`src/rtl/sclib_tmr_scrub_ctrl.sv`:
```
// sclib_tmr_scrub_ctrl: periodic majority-vote scrubber for a TMR register bank; SCLIB_TMR_SCRUB_UNCORR_EN adds uncorrectable-word counting.
module sclib_tmr_scrub_ctrl #(
    parameter int NREG = 8,
    parameter int DW = 32,
    parameter int INTERVAL = 1024,
    parameter int ECW = 16,
    localparam int IW = $clog2(NREG)
) (
    input  logic          CLK,
    input  logic          SRB,
    input  logic          ENABLE,
    input  logic          START,
    output logic [IW-1:0] RD_IDX,
    input  logic [DW-1:0] RD_D0,
    input  logic [DW-1:0] RD_D1,
    input  logic [DW-1:0] RD_D2,
    output logic          WR_EN,
    output logic [IW-1:0] WR_IDX,
    output logic [DW-1:0] WR_DATA,
    output logic [2:0]    WR_MASK,
    input  logic          HOST_WE,
    input  logic [IW-1:0] HOST_IDX,
    output logic          BUSY,
    output logic [ECW-1:0] ERR_CNT,
    input  logic          ERR_CLR,
    output logic          ERR_IRQ,
`ifdef SCLIB_TMR_SCRUB_UNCORR_EN
    output logic [ECW-1:0] UNCORR_CNT,
    output logic          UNCORR_IRQ,
`endif
    output logic [IW-1:0] LAST_ERR_IDX
);
    localparam int CW = (INTERVAL > 1) ? $clog2(INTERVAL) : 1;
    typedef enum logic [2:0] {IDLE, WAIT, RD, CHK, WB} state_t;
    state_t state_q, state_d;
    logic [IW-1:0] idx_q, idx_d, wr_idx_q, wr_idx_d, last_q, last_d;
    logic [CW-1:0] cnt_q, cnt_d;
    logic wr_en_q, wr_en_d, irq_q, irq_d;
    logic [DW-1:0] wr_data_q, wr_data_d, maj;
    logic [2:0] wr_mask_q, wr_mask_d, mis;
    logic [ECW-1:0] err_cnt_q, err_cnt_d;
    logic host_hit, err_det, adv;
    assign maj = (RD_D0 & RD_D1) | (RD_D0 & RD_D2) | (RD_D1 & RD_D2);
    assign mis = {RD_D2 != maj, RD_D1 != maj, RD_D0 != maj};
    assign host_hit = HOST_WE && (HOST_IDX == idx_q);
    assign err_det = (state_q == CHK) && (mis != 3'b000) && !host_hit;
    always_comb begin
        state_d = state_q;
        idx_d = idx_q;
        cnt_d = cnt_q;
        adv = 1'b0;
        wr_en_d = 1'b0;
        wr_idx_d = wr_idx_q;
        wr_data_d = wr_data_q;
        wr_mask_d = wr_mask_q;
        case (state_q)
            IDLE: if (START || ENABLE) begin
                state_d = RD;
                idx_d = '0;
            end
            WAIT: if (START || (ENABLE && cnt_q == '0)) begin
                state_d = RD;
                idx_d = '0;
            end else if (!ENABLE) state_d = IDLE;
            else cnt_d = cnt_q - 1'b1;
            RD: state_d = CHK;
            CHK: if (err_det) begin
                state_d = WB;
                wr_en_d = 1'b1;
                wr_idx_d = idx_q;
                wr_data_d = maj;
                wr_mask_d = mis;
            end else adv = 1'b1;
            WB: adv = 1'b1;
            default: state_d = IDLE;
        endcase
        if (adv) begin
            if (idx_q == IW'(NREG - 1)) begin
                state_d = ENABLE ? WAIT : IDLE;
                idx_d = '0;
                cnt_d = CW'(INTERVAL - 1);
            end else begin
                state_d = RD;
                idx_d = idx_q + 1'b1;
            end
        end
    end
    // clear wins over saturation; a simultaneous new error restarts the count at one
    assign err_cnt_d = ERR_CLR ? ECW'(err_det) : (err_det && !(&err_cnt_q)) ? err_cnt_q + 1'b1 : err_cnt_q;
    assign last_d = err_det ? idx_q : last_q;
    assign irq_d = err_det;
    always_ff @(posedge CLK) begin
        if (!SRB) begin
            state_q <= IDLE;
            idx_q <= '0;
            cnt_q <= '0;
            wr_en_q <= 1'b0;
            wr_idx_q <= '0;
            wr_data_q <= '0;
            wr_mask_q <= '0;
            err_cnt_q <= '0;
            last_q <= '0;
            irq_q <= 1'b0;
        end else begin
            state_q <= state_d;
            idx_q <= idx_d;
            cnt_q <= cnt_d;
            wr_en_q <= wr_en_d;
            wr_idx_q <= wr_idx_d;
            wr_data_q <= wr_data_d;
            wr_mask_q <= wr_mask_d;
            err_cnt_q <= err_cnt_d;
            last_q <= last_d;
            irq_q <= irq_d;
        end
    end
`ifdef SCLIB_TMR_SCRUB_UNCORR_EN
    logic [ECW-1:0] unc_cnt_q, unc_cnt_d;
    logic unc_irq_q, unc_det;
    assign unc_det = err_det && (RD_D0 != RD_D1) && (RD_D1 != RD_D2) && (RD_D0 != RD_D2);
    assign unc_cnt_d = ERR_CLR ? ECW'(unc_det) : (unc_det && !(&unc_cnt_q)) ? unc_cnt_q + 1'b1 : unc_cnt_q;
    always_ff @(posedge CLK) begin
        if (!SRB) begin
            unc_cnt_q <= '0;
            unc_irq_q <= 1'b0;
        end else begin
            unc_cnt_q <= unc_cnt_d;
            unc_irq_q <= unc_det;
        end
    end
    assign UNCORR_CNT = unc_cnt_q;
    assign UNCORR_IRQ = unc_irq_q;
`endif
    assign RD_IDX = idx_q;
    // the host owns the bank: a same-index host write suppresses the scrub write
    assign WR_EN = wr_en_q && !host_hit;
    assign WR_IDX = wr_idx_q;
    assign WR_DATA = wr_data_q;
    assign WR_MASK = wr_mask_q;
    assign BUSY = (state_q == RD) || (state_q == CHK) || (state_q == WB);
    assign ERR_CNT = err_cnt_q;
    assign ERR_IRQ = irq_q;
    assign LAST_ERR_IDX = last_q;
endmodule

```
`config.mk`:
```
export PLATFORM = sky130hd
export DESIGN_NAME = sclib_tmr_scrub_ctrl
export DESIGN_NICKNAME = d
export VERILOG_FILES = /design/src/rtl/sclib_tmr_scrub_ctrl.sv
export SDC_FILE = /design/constraint.sdc
export NUM_CORES = 1
export LEC_CHECK = 0
export BUFFER_PORTS_ARGS = -buffer_cell sky130_fd_sc_hd__buf_2
export CORE_AREA = 5 5 140 142
export DETAILED_ROUTE_END_ITERATION = 7
export DIE_AREA = 0 0 145 147
export PLACE_DENSITY = 0.55
export SYNTH_ARGS = -nofsm -noshare
export SYNTH_HDL_FRONTEND = slang
export SYNTH_SLANG_ARGS = --single-unit
```
`constraint.sdc`:
```
create_clock -name CLK -period 5.91 [get_ports CLK]
set_clock_uncertainty 0.15 [all_clocks]
set_input_delay 0.8865 -clock CLK [delete_from_list [all_inputs] [get_ports CLK]]
set_output_delay 0.8865 -clock CLK [all_outputs]
set_load 0.03 [all_outputs]
```
## Word level (Yosys, flattened, before mapping)

Cells that the tools add are included.

- Bits in registers: 75
- Input bits: 105
- Output and inout bits: 63

- Add/subtract/negate cells: 3
- Bitwise logic cells: 6
- Reductions and logical operators: 23
- Equal/unequal tests: 14
- Multiplexer cells: 23

Operator list:

| cell | number |
|---|---|
| $and 32x32->32 | 3 |
| $ne 32x32->1 | 3 |
| $or 32x32->32 | 2 |
| $mux 10 | 5 |
| $mux 3 | 9 |
| $add 16x1->16 const B | 1 |
| $reduce_and 16->1 | 1 |
| $pmux 3 s5 | 1 |
| $logic_not 10->1 | 1 |
| $sub 10x1->10 const B | 1 |
| $ne 3x3->1 const B | 3 |
| $eq 3x2->1 const B | 2 |
| $eq 3x3->1 const B | 2 |
| $logic_and 1x1->1 | 6 |
| $pmux 3 s2 | 1 |
| $reduce_bool 3->1 | 2 |
| $mux 1 | 5 |
| $logic_or 1x1->1 | 4 |
| $ne 4x4->1 const B | 1 |
| $reduce_and 2->1 | 2 |
| $reduce_and 4->1 | 1 |
| $add 3x1->3 const B | 1 |
| $eq 3x1->1 const B | 1 |
| $eq 3x3->1 | 1 |
| other kinds (9) | 10 |

## Logic depth before layout (Yosys ltp)

- Depth in word-level cells: 11
- Depth in mapped cells: 11
- Depth with buffers taken out: 10

## Worst setup path after synthesis

OpenSTA, ideal clock, no wires.

- Kind: input-to-reg
- From: in RD_D1[21]
- To: reg idx_q[2], in the netlist RD_IDX[2]
- Stages on the path: 8
- Arrival time: 2796 ps
- Required time: 5626 ps
- Slack: 2830 ps
- Cells stage by stage: and3b_1 -> or4_1 -> a2111oi_0 -> and4_1 -> a21oi_2 -> buf_2 -> o221ai_1 -> o22ai_1

- Cells in the longest elaborated chain, start to end: 11

RTL lines:

| what | RTL line | source |
|---|---|---|
| start: declaration | 15 | `input logic [DW-1:0] RD_D1,` |
| $and 32x32->32 | 43 | `assign maj = (RD_D0 & RD_D1) \| (RD_D0 & RD_D2) \| (RD_D1 & RD_D2);` |
| $or 32x32->32 (2 in a row) | 43 |  |
| $ne 32x32->1 | 44 | `assign mis = {RD_D2 != maj, RD_D1 != maj, RD_D0 != maj};` |
| $reduce_bool 3->1 (*) | 46 | `assign err_det = (state_q == CHK) && (mis != 3'b000) && !host_hit;` |
| $logic_and 1x1->1 (*) (2 in a row) | 46 |  |
| $mux 1 (*) | 67 | `CHK: if (err_det) begin` |
| $pmux 1 s2 (*) | 56 | `case (state_q)` |
| $ne 3x3->1 (no line) or $reduce_bool 3->1 (tied branches) | n/a |  |
| $reduce_and 3->1 (no line) | n/a |  |
| end signal: assignment | 106 | `idx_q <= idx_d;` |
| end: declaration | 36 | `logic [IW-1:0] idx_q, idx_d, wr_idx_q, wr_idx_d, last_q, last_d;` |

Every way passes the cells marked *; elsewhere a longest branch is shown, timed or not.
A chain may end at the register's enable or synchronous reset.

## Final worst setup path

- From: in RD_D0[0]
- To: reg wr_data_q[29], in the netlist WR_DATA[29]

- Cells in the longest elaborated chain, start to end: 8

RTL lines:

| what | RTL line | source |
|---|---|---|
| start: declaration | 14 | `input logic [DW-1:0] RD_D0,` |
| $and 32x32->32 | 43 |  |
| $or 32x32->32 (2 in a row) | 43 |  |
| $ne 32x32->1 | 44 |  |
| $reduce_bool 3->1 (*) | 46 |  |
| $logic_and 1x1->1 (*) (2 in a row) | 46 |  |
| $reduce_and 2->1 (no line) (*) | n/a |  |
| end signal: assignment | 110 | `wr_data_q <= wr_data_d;` |
| end: declaration | 39 | `logic [DW-1:0] wr_data_q, wr_data_d, maj;` |

Marks and branches as above.

==> results.md <==
- # Max-Cap Violations: 0
- Reg-to-reg startpoint: cnt_q[0]
- Root Driver: clkbuf_16
- Critical Path Max Stage Delay: 0.63 ns
- Antenna violations before repair: 1
- Worst-Margin Slew: 0.947 ns
- Synth Cell Area: 5310 um2
- VDD IR max: 0.141 mV
- CP Capture Point: WR_DATA[29]
- Outcome: complete, no violations
- Buffers & Inverters on Critical Path: 2
- Tot GR Track Use: between 10% and 20%
- Critical Path Start Type: input port
- Final setup TNS: 0 ns
- Top-count cell post-synth: nand2_1
- Later-pin clock latency in the skew report: 0.35 ns
- Yosys warns: 0
- Top fanout value on the critical path: 54
- Main synth FF type: dfxtp_1
- Die X: 145 um
- Area share of the largest cell type after synthesis: 28.3%
- Core ar.: 18300 um2
- Fmax: about 260 MHz
- Pre-Repair DR Iteration Count: 5
- RSZ-0062 raised after global routing: no
- Top cells by count, synth: nand2_1, dfxtp_1, nor2_1, nand3b_1, nand2b_1
- Via/cell ratio: 5.17
- Setup Viol. Count Final: 0
- Area contributors post-synth: dfxtp_1, nand3b_1, nand2_1
- Area Overhead vs Synth: 25.4%
- 1st-iter DRT viols: 348
- GRT Residual Overflow: 0
- Clock Sink Count: 75
- Critical Path AT: 3.91 ns
- IO Port Bufs: 167
- CP Capture Type: register
- Power per Cell Area: 214 nW/um2
- First-pass GRT wire length: 27.2 mm
- RR Endpoint: cnt_q[7]
- Synthesized flop and latch total: 75
- Crit path from: RD_D0[0]
- DRT Wirelength: 17.1 mm
- Count of final max-slew check failures: 0
- Post-route ant nets: 0
- Cell family with the largest share of critical-path delay: simple AND/OR/NAND/NOR gates
- Die area: 21300 um2
- Reg2reg setup slack: about 3.1 ns
- Hold Crit Start: WR_IDX[2]
- Post-CTS Setup Inserts: 0
- Post-cts hold buffer count: 0
- Pre-CTS setup slack: between 1.5 and 2 ns
- Row count: 50
- Netlist cell types: between 50 and 60
- EDFF count, synth: 0
- Critical path class: in -> reg
- Worst path slowest cell: and4_1
- Initial Util: 29.0%
- Clock H-tree levels: 3
- TritonCTS Buffers: 9
- Fin worst setup slack: roughly 2.0 ns
- Placer Congestion: 0.863
- Largest net degree at the start of global routing: 55
- Share of layout cells above drive strength 1: 25.3%
- Worst Reg-to-Reg Cells: 10
- Remaining design rule violation count: 0
- Syn Nets: 812
- Sequential fraction of the synthesis area: 28.3%
- Rel. slew slack: 36.8%
- Longest Clk Path Bufs: 2
- Die height: 147 um
- Syn Inst Count: 703
- CTS tree: yes
- Leakage: ~2.7 nW
- Crit path required time: 5.95 ns
- Number of cells upsized or downsized after cts: 0
- Fin crit share: roughly 65%
- Hold Path Class: reg -> reg
- Largest area contributor in the netlist: dfxtp_1
- CTS clk-pin slew, worst paths: 0.06 ns
- CP cell instances: buf_2 > nand2b_1 > mux2i_1 > or4_1 > a2111oi_0 > and4_1 > a21oi_4 > buf_4 > nor2_1 > a311oi_1
- Avg Inst Size Synth: 7.55 um2
- Total number of vias: approximately 5700
- Min Clock Period, post-route: 3.87 ns
- Nets: 971
- Wirelength per Cell: 15.5 um
- Top-level port count: about 170
- Final hold viol count: 0
- HPWL Detailed: 13.3 mm
- Vias in the first global route: approximately 5100
- Post-synth ARST share: 0%
- Levels on crit path: 10
-- area by class of cell --
type	count	area (um2)
clock inverters	6	63.8
fillers	1960	11700
clock buffers	10	239
well taps	234	293
repair buffers	169	851
diodes	1	2.50
multi-input cells	583	3620
flip-flops and latches	75	1500
inverters	24	90.1
-- cells by family (layout without fill, tap and decap cells) --
| kind of cell | after synthesis | count (layout) | share of synthesized area [%] |
|---|---|---|---|
| simple gates | 374 | 374 | 39.5 |
| compound gates | 179 | 179 | 22.9 |
| flops | 75 | 75 | 28.3 |
| buf+inv | 45 | 209 | 3.84 |
| xor+xnor | 20 | 20 | 3.30 |
| mux | 6 | 6 | 1.18 |
| fa+ha+maj | 4 | 4 | 0.943 |
| other cells | 0 | 1 | 0 |
-- metrics by stage --
step / instance area, um2 / std cells / power, mW / hold slack (ns) / util [%]
after floorplan: 5310 / 703 / 0.718 / 0.338 / -
final: 6660 / 1102 / 1.42 / 0.299 / 36.3
after detailed placement: 6350 / 1085 / 0.850 / 0.292 / 34.7
after CTS: 6660 / 1101 / 1.45 / 0.302 / 36.3
after global placement: 6350 / 1085 / 0.847 / 0.287 / 34.7
after global routing: 6660 / 1102 / 1.50 / 0.323 / 36.3
-- worst min-delay path, stage by stage (launching register included) --
cell and delay, ns:
dfxtp_1 0.31, nand2_1 0.05, o21ai_1 0.05
-- cells in the final DEF (no fill, tap or decap), types with 17 or more instances in the layout --
cell and count:
o2111ai_1 17, inv_1 23, nor2_1 67, o22ai_1 38
nand2b_1 40, nand3b_1 46, buf_2 167, a21oi_1 21
or3b_2 28, nand3_1 24, o21ai_0 37, nand2_1 87
dfxtp_1 75, a311oi_1 32
-- flip-flops by register name, indices dropped and copies added (netlist names) --
| register | count |
|---|---|
| ERR_CNT | 16 |
| ERR_IRQ | 1 |
| LAST_ERR_IDX | 3 |
| RD_IDX | 3 |
| WR_DATA | 32 |
| WR_IDX | 3 |
| WR_MASK | 3 |
| cnt_q | 10 |
| state_q | 3 |
| wr_en_q | 1 |
-- power by group --
group          switching (mW)  internal, mW  total, mW
sequential             0.0128         0.523      0.536
combinational           0.185         0.115      0.300
clock                   0.247         0.339      0.586
total                   0.445         0.978       1.42
-- how the worst min path moves through the flow --
stage / to / cells past startpoint / slack [ns]
6_report: WR_IDX[2] / 2 / 0.30
5_1_grt: LAST_ERR_IDX[2] / 2 / 0.32
3_3_place_gp: LAST_ERR_IDX[1] / 2 / 0.29
2_1_floorplan: cnt_q[1] / 2 / 0.34
4_1_cts: WR_IDX[2] / 2 / 0.30
3_5_place_dp: WR_IDX[2] / 2 / 0.29
-- per-layer routing --
layer | part of all wire [%] | vias up | GRT usage [%]
met1 | 46 | 2557 | 20.6
met5 | 0 | - | 0
met4 | 1.8 | 0 | 5.79
met2 | 45 | 156 | 24.3
met3 | 6.9 | 17 | 4.60
li1 | - | 2968 | -
Note: power is estimated with default switching activity, not from simulation.
